### config.mk
export PLATFORM = sky130hd
export DESIGN_NAME = adder_sum_accumulator
export DESIGN_NICKNAME = d
export VERILOG_FILES = /design/src/rtl/adder_acc_pkg.sv /design/src/rtl/adder_sat_add.sv /design/src/rtl/adder_sum_accumulator.sv
export SDC_FILE = /design/constraint.sdc
export NUM_CORES = 1
export LEC_CHECK = 0
export BUFFER_PORTS_ARGS = -buffer_cell sky130_fd_sc_hd__buf_2
export CAP_MARGIN = 0
export CORE_AREA = 4 4 46 48
export CTS_CLUSTER_DIAMETER = 50
export DETAILED_ROUTE_END_ITERATION = 7
export DIE_AREA = 0 0 50 52
export PLACE_DENSITY = 0.82
export SKIP_CTS_REPAIR_TIMING = 1
export SLEW_MARGIN = 40
export SYNTH_ARGS = -nofsm -noshare
export SYNTH_HDL_FRONTEND = slang
export SYNTH_SLANG_ARGS = --single-unit
### constraint.sdc
create_clock -name clk -period 2.2 [get_ports clk]
set_input_delay 0.22 -clock clk [delete_from_list [all_inputs] [get_ports clk]]
set_output_delay 0.22 -clock clk [all_outputs]
set_load 0.05 [all_outputs]
### src/rtl/adder_acc_pkg.sv
// Shared types and helpers for the adder result accumulator.
package adder_acc_pkg;

    typedef enum logic {ACC, HOLD} acc_state_t;

    localparam int unsigned SAMPLE_W  = 5;
    localparam int unsigned SAT_MAX_W = 32;
    localparam int unsigned SAT_RES_W = SAT_MAX_W + 1;

    // Saturating add of one sample onto an acc_w-bit accumulator; returns {ovf, result}.
    function automatic logic [SAT_RES_W-1:0] sat_add(
        input logic [SAT_MAX_W-1:0] acc,
        input logic [SAMPLE_W-1:0]  sample,
        input int unsigned          acc_w
    );
        logic [SAT_RES_W-1:0] sum_w;
        logic [SAT_RES_W-1:0] max_w;
        sum_w = {1'b0, acc} + SAT_RES_W'(sample);
        max_w = (SAT_RES_W'(1) << acc_w) - SAT_RES_W'(1);
        if (sum_w > max_w) begin
            sat_add = {1'b1, max_w[SAT_MAX_W-1:0]};
        end else begin
            sat_add = {1'b0, sum_w[SAT_MAX_W-1:0]};
        end
    endfunction

endpackage

### src/rtl/adder_sat_add.sv
// Combinational saturating adder: acc + 5-bit sample, clamped to all-ones.
module adder_sat_add
    import adder_acc_pkg::*;
#(
    parameter int unsigned ACC_W = 8
) (
    input  logic [ACC_W-1:0]    acc,
    input  logic [SAMPLE_W-1:0] sample,
    output logic [ACC_W-1:0]    result_c,
    output logic                ovf_c
);

    localparam int unsigned SUM_W = ACC_W + 1;

    logic [SUM_W-1:0] sum_w;

    // One extra bit catches any sum above the ACC_W-bit maximum.
    always_comb begin
        sum_w    = {1'b0, acc} + SUM_W'(sample);
        ovf_c    = sum_w[ACC_W];
        result_c = ovf_c ? {ACC_W{1'b1}} : sum_w[ACC_W-1:0];
    end

endmodule

### src/rtl/adder_sum_accumulator.sv
// Accumulates N_SAMPLES adder results {carry, sum} into a saturating frame total
// and hands each finished frame downstream over a valid/ready port.
module adder_sum_accumulator
    import adder_acc_pkg::*;
#(
    parameter  int unsigned N_SAMPLES = 4,
    parameter  int unsigned ACC_W     = 8,
    localparam int unsigned CNT_W     = $clog2(N_SAMPLES + 1)
) (
    input  logic             clk,
    input  logic             rst,
    input  logic             in_valid,
    output logic             in_ready,
    input  logic [3:0]       sum,
    input  logic             carry,
    output logic             out_valid,
    input  logic             out_ready,
    output logic [ACC_W-1:0] total,
    output logic [CNT_W-1:0] count,
    output logic             overflow
);

    localparam logic [CNT_W-1:0] LAST_CNT = CNT_W'(N_SAMPLES - 1);

    acc_state_t       state;
    acc_state_t       state_nxt;
    logic [ACC_W-1:0] total_nxt;
    logic [CNT_W-1:0] count_nxt;
    logic             overflow_nxt;
    logic [ACC_W-1:0] sat_result_c;
    logic             sat_ovf_c;

    adder_sat_add #(
        .ACC_W (ACC_W)
    ) u_sat_add (
        .acc      (total),
        .sample   ({carry, sum}),
        .result_c (sat_result_c),
        .ovf_c    (sat_ovf_c)
    );

    // Handshake flags come straight from state: no path from in_valid/out_ready.
    assign in_ready  = (state == ACC);
    assign out_valid = (state == HOLD);

    always_ff @(posedge clk or posedge rst) begin
        if (rst) begin
            state <= ACC;
        end else begin
            state <= state_nxt;
        end
    end

    always_comb begin
        state_nxt    = state;
        total_nxt    = total;
        count_nxt    = count;
        overflow_nxt = overflow;
        case (state)
            ACC: begin
                if (in_valid) begin
                    total_nxt    = sat_result_c;
                    overflow_nxt = overflow | sat_ovf_c;
                    count_nxt    = count + CNT_W'(1);
                    if (count == LAST_CNT) begin
                        state_nxt = HOLD;
                    end
                end
            end
            HOLD: begin
                if (out_ready) begin
                    total_nxt    = '0;
                    count_nxt    = '0;
                    overflow_nxt = 1'b0;
                    state_nxt    = ACC;
                end
            end
            default: state_nxt = ACC;
        endcase
    end

    always_ff @(posedge clk or posedge rst) begin
        if (rst) begin
            total    <= '0;
            count    <= '0;
            overflow <= 1'b0;
        end else begin
            total    <= total_nxt;
            count    <= count_nxt;
            overflow <= overflow_nxt;
        end
    end

endmodule

==> reports/results.ini, run 1 <==
[synth]
synthesis.nets = 91
yosysMostFrequentCell = dfrtp_1
synth_ff_type = dfrtp_1
synth_top_area_share_pct = 40.50
netlist_area_um2 = 803.3
synth.largest_area_cell = dfrtp_1
netlist_top_cells_count = dfrtp_1 (13), ha_1 (7), nand2_1 (7)
synth.area.top_cells = dfrtp_1 (40%), ha_1 (11%), a221o_1 (5.0%), o211a_1 (3.7%), nand2_1 (3.3%)
synth.avg_cell_area_um2 = 10.86
ys_seq_area_share_pct = 40.50
ys_async_sr_fraction_pct = 100.0
synth-edff-count = 0
ys_seq_elements = 13
synth_cell_types = 35
synthCells = 74
yosysWarnings = 0

[timing]
hold_ws_ns = 0.1553
setup_viol_count_final = 0
rsz0062_at_grt = false
post-route-min-period_ns = 2.074
fmax_ghz = 0.4820
hold_viol = 0
layout_setup_ws_ns = 0.1255
max_slew.worst_pin.slew_ns = 0.4754
fin_crit_sh_pct = 94.29
final_max_slew_viol_count = 0
finalSetupTns_ns = 0
skew_ns = 0.007998
max_slew_margin_pct = 68.27

[setup_path]
r2r_slack_ns = 0.13
worstReg2RegStart = total[0]
path_cells = ha_1 -> fa_1 -> a211o_1 -> a21oi_4 -> nor2_2 -> a221o_1
required_ns = 2.38
critical_path_arrival_ns = 2.25
setup.worst_path.start = total[0]
crit_slowest_cell = dfrtp_2
crit_type = register to register
cp-end-kind = register
path_max_fanout = 6
slowest_delay_ns = 0.42
critPathLaunchType = register

[clock_tree]
clk_path_buf_depth = 2
clkSinkCount = 13
worst_skew_pair.late_latency_ns = 0.29
htreeDepth = 1
cts_tree = yes
numCtsBuffers = 3
path_clk_slew_ns = 0.09
cts_root_buf = clkbuf_4

[floorplanning]
die_area_um2 = 2600
rows = 15
initial_utilization_pct = 47.03
die_w_um = 50
io_pins = 23
die_h_um = 52
core_um2 = 1708

[routing]
wl_met2_um = 772
vias = 685
vias_per_cell = 5.437
wl_um = 1720
top_layer = met4
wl_met3_um = 58
drtPass1Iterations = 4
drt_iter0_markers = 18
drtAntennaViolNets = 0
remaining_drc_errors = 0
wl_per_cell_um = 13.65
wl_met1_um = 843

[cells_and_area]
nets = 119
layout-drive-gt1-share_pct = 33.66
fillers = 137
areaGrowthSynthToFinish_pct = 22.74
n_antenna_cell = 0

[grt]
grt_pass1_vias = 684
grt_start_max_net_pins = 14
antenna_found_initial = 0
grt_pass1_wl_um = 2967
grt_use_total_pct = 15.14
grt_overflow_total = 0

[run_status]
outcome = complete, no violations

[power_and_ir_drop]
power_mw = 1.682
p_leak_nw = 0.5095
peakVddDrop_mv = 1.112
powerDensity_nw_per_um2 = 1706

[placed_design]
dp_hpwl_um = 1383
place_ws_ns = 0.1424
portBuffers = 22
gp_congestion = 0.7397

[flow_run]
maxCapViolations = 0

[min_path]
worstHoldStart = out_ready
min_path_type = input pin to register

[cells by family after synthesis]
logic type               count (synthesis)  share of synthesized area [%]
buffers and inverters                    4                          2.024
AO/OA/AOI/OAI                           28                          28.82
AND/OR/NAND/NOR                         19                          13.09
XOR/XNOR                                 2                          2.181
adder cells (fa/ha/maj)                  8                          13.40
flip-flops                              13                          40.50
[through the flow]
stage	cells	util (%)	area, µm²
6_report	126	57.73	985.9
5_1_grt	126	57.73	985.9
4_1_cts	125	57.14	975.9
3_5_place_dp	121	55.53	948.4
3_3_place_gp	121	55.53	948.4
2_1_floorplan	74	-	804.5
[power breakdown]
| part | internal, mW | switching [mW] |
|---|---|---|
| combinational | 0.354 | 0.726 |
| clock | 0.0676 | 0.0858 |
| sequential | 0.346 | 0.103 |
[area by class of cell]
| class | instances | area [µm²] | area share [%] |
|---|---|---|---|
| sequential | 13 | 326.6 | 33.12 |
| multi-input combinational | 57 | 461.7 | 46.83 |
| inverter | 3 | 11.26 | 1.142 |
| timing repair buffer | 24 | 127.6 | 12.94 |
| clock inverter | 1 | 5.005 | 0.5076 |
| tap | 25 | 31.28 | 3.173 |
| clock buffer | 3 | 22.52 | 2.284 |
[state kept, by name, indices dropped and copies added, names as in the netlist]
| name | cells |
|---|---|
| total | 8 |
| count | 3 |
| out_valid | 1 |
| overflow | 1 |
[final timing paths]
check | to | cells after the start
setup / recovery | total[1] | 6
hold / removal | out_valid | 2
setup reg to reg | total[1] | 6
hold reg to reg | overflow | 1
max in group asynchronous | total[0] | 3
min in group asynchronous | count[1] | 3
[cells in the final DEF (no fill, tap or decap), types with 2 or more instances in the layout]
cell type and count:
a211o_1 2, a221o_1 4, buf_2 22, clkbuf_4 3
dfrtp_1 12, ha_1 7, inv_1 3, nand2_1 7
nor2_1 3, o211a_1 3, o21ai_0 4, o21ai_1 3
[worst max-delay path, delay by kind of cell, from the launching register on]
kind | cells | cell delay [ns]
AOI/OAI and AO/OA | 3 | 0.81
and+or+nand+nor | 1 | 0.10
adders and majority gates | 2 | 0.63
DFF | 1 | 0.42
[per-layer routing]
layer	vias to the layer above	track usage, %
li1	340	-
met1	325	20.29
met2	15	23.70
met3	5	1.719
met4	0	8.295
met5	-	0
Note: power is estimated with default switching activity, not from simulation.
==> run 2, diff against run 1 <==
--- a/config.mk
+++ b/config.mk
@@ -7,11 +7,13 @@
 export LEC_CHECK = 0
 export BUFFER_PORTS_ARGS = -buffer_cell sky130_fd_sc_hd__buf_2
 export CAP_MARGIN = 0
-export CORE_AREA = 4 4 46 48
+export CELL_PAD_IN_SITES_DETAIL_PLACEMENT = 0
+export CELL_PAD_IN_SITES_GLOBAL_PLACEMENT = 2
+export CORE_AREA = 4 4 56 58
 export CTS_CLUSTER_DIAMETER = 50
 export DETAILED_ROUTE_END_ITERATION = 7
-export DIE_AREA = 0 0 50 52
-export PLACE_DENSITY = 0.82
+export DIE_AREA = 0 0 60 62
+export PLACE_DENSITY = 0.84
 export SKIP_CTS_REPAIR_TIMING = 1
 export SLEW_MARGIN = 40
 export SYNTH_ARGS = -nofsm -noshare
==> reports/results.ini, run 2 (synthesized netlist as in run 1, its figures left out) <==
[run_status]
outcome = complete, no violations

[cells_and_area]
layout_common_cells = buf_2 (22), dfrtp_1 (12), nand2_1 (7), ha_1 (7)
multiInputGateArea_um2 = 461.7
fillers = 287
areaGrowthSynthToFinish_pct = 23.52
top_register = total
fin_area_um2 = 992.2
largest_reg_flops = 8
seqCellArea_um2 = 326.6
n_antenna_cell = 0
mostFrequentLayoutCell = buf_2
layout.cells.non_filler = 132
layout-drive-gt1-share_pct = 32.67
top_regs = total (8), count (3)
nets = 119

[placed_design]
place_area_um2 = 955.9
placed_cells = 127
gp_congestion = 0.7383
dp_hpwl_um = 1465
portBuffers = 22

[grt]
grt_util_met2_pct = 18.83
grt_pass1_vias = 704
grt_pass1_wl_um = 3180
grt_start_max_net_pins = 14
grtUsageMet1_pct = 14.36
grt_overflow_total = 0
antenna_found_initial = 0
grt_use_total_pct = 11.89
grt_util_met3_pct = 3.099
grt_busiest_layer = met2

[floorplanning]
core_um2 = 2663
io_pins = 23
initial_utilization_pct = 30.17
die_area_um2 = 3720
die_w_um = 60
die_h_um = 62
rows = 19

[min_path]
min_path_type = input pin to register
worstHoldStart = out_ready

[routing]
drtPass1Iterations = 4
wl_per_cell_um = 14.22
drtAntennaViolNets = 0
remaining_drc_errors = 0
wl_um = 1877
vias = 688
vias_per_cell = 5.212
drt_iter0_markers = 10

[setup_path]
worstReg2RegStart = total[0]
path_max_fanout = 6
slowest_delay_ns = 0.42
cp-end-kind = register
required_ns = 2.36
setup.worst_path.start = total[0]
crit_type = register to register
critPathLaunchType = register
path_cells = ha_1 -> fa_1 -> a211o_1 -> a21oi_4 -> nor2_2 -> a221o_1
crit_slowest_cell = dfrtp_2
critical_path_arrival_ns = 2.25

[timing]
skew_ns = 0.002427
hold_viol = 0
fmax_ghz = 0.4802
final_max_slew_viol_count = 0
fin_crit_sh_pct = 94.67
hold_ws_ns = 0.1726
rsz0062_at_grt = false
post-route-min-period_ns = 2.083
setup_viol_count_final = 0
max_slew_margin_pct = 66.12
max_slew.worst_pin.slew_ns = 0.5077
finalSetupTns_ns = 0

[clock_tree]
worst_skew_pair.late_latency_ns = 0.28
clkSinkCount = 13
numCtsBuffers = 3
htreeDepth = 1
cts_root_buf = clkbuf_4
cts_tree = yes
path_clk_slew_ns = 0.08
clk_path_buf_depth = 2

[power_and_ir_drop]
p_leak_nw = 0.5068
power_mw = 1.688
powerDensity_nw_per_um2 = 1701
peakVddDrop_mv = 0.8641

[flow_run]
maxCapViolations = 0

## run 2: final timing paths
path                              to  slack, ns  cells past startpoint
setup / recovery            total[2]       0.12                      6
min in group asynchronous   count[1]       0.50                      3
hold / removal             out_valid       0.17                      2
hold reg to reg             count[0]       0.50                      1
max in group asynchronous   total[0]       1.33                      3
setup reg to reg            total[2]       0.12                      6
## run 2: worst max-delay path, delay by kind of cell (launching register included)
kind / cells / cell delay (ns)
AO/OA/AOI/OAI: 3 / 0.82
adder cells (fa/ha/maj): 2 / 0.62
flip-flops: 1 / 0.42
AND/OR/NAND/NOR: 1 / 0.10
## run 2: metal layers
metal	routed length, µm	up-vias
li1	-	336
met1	847	329
met2	892	18
met3	85	5
met4	52	0
met5	0	-
## run 2: metrics by stage
stage,setup WS [ns],util (%)
final,0.1174,37.27
after global routing,0.05450,37.27
after CTS,0.1058,36.89
after detailed placement,0.1130,35.90
after global placement,0.1712,35.90
after floorplan,0.07903,-
## run 2: area by class of cell
type | instances | share of cell area [%]
multi-input cells | 57 | 46.53
flip-flops and latches | 13 | 32.91
repair buffers | 24 | 12.86
well taps | 31 | 3.909
clock buffers | 4 | 2.648
inverters | 3 | 1.135
## run 2: power breakdown
part	switching (mW)	leakage, nW	internal (mW)	total [mW]
Combinational	0.733	0.329	0.353	1.09
Clock	0.0786	0.0150	0.0704	0.149
Sequential	0.106	0.163	0.346	0.452
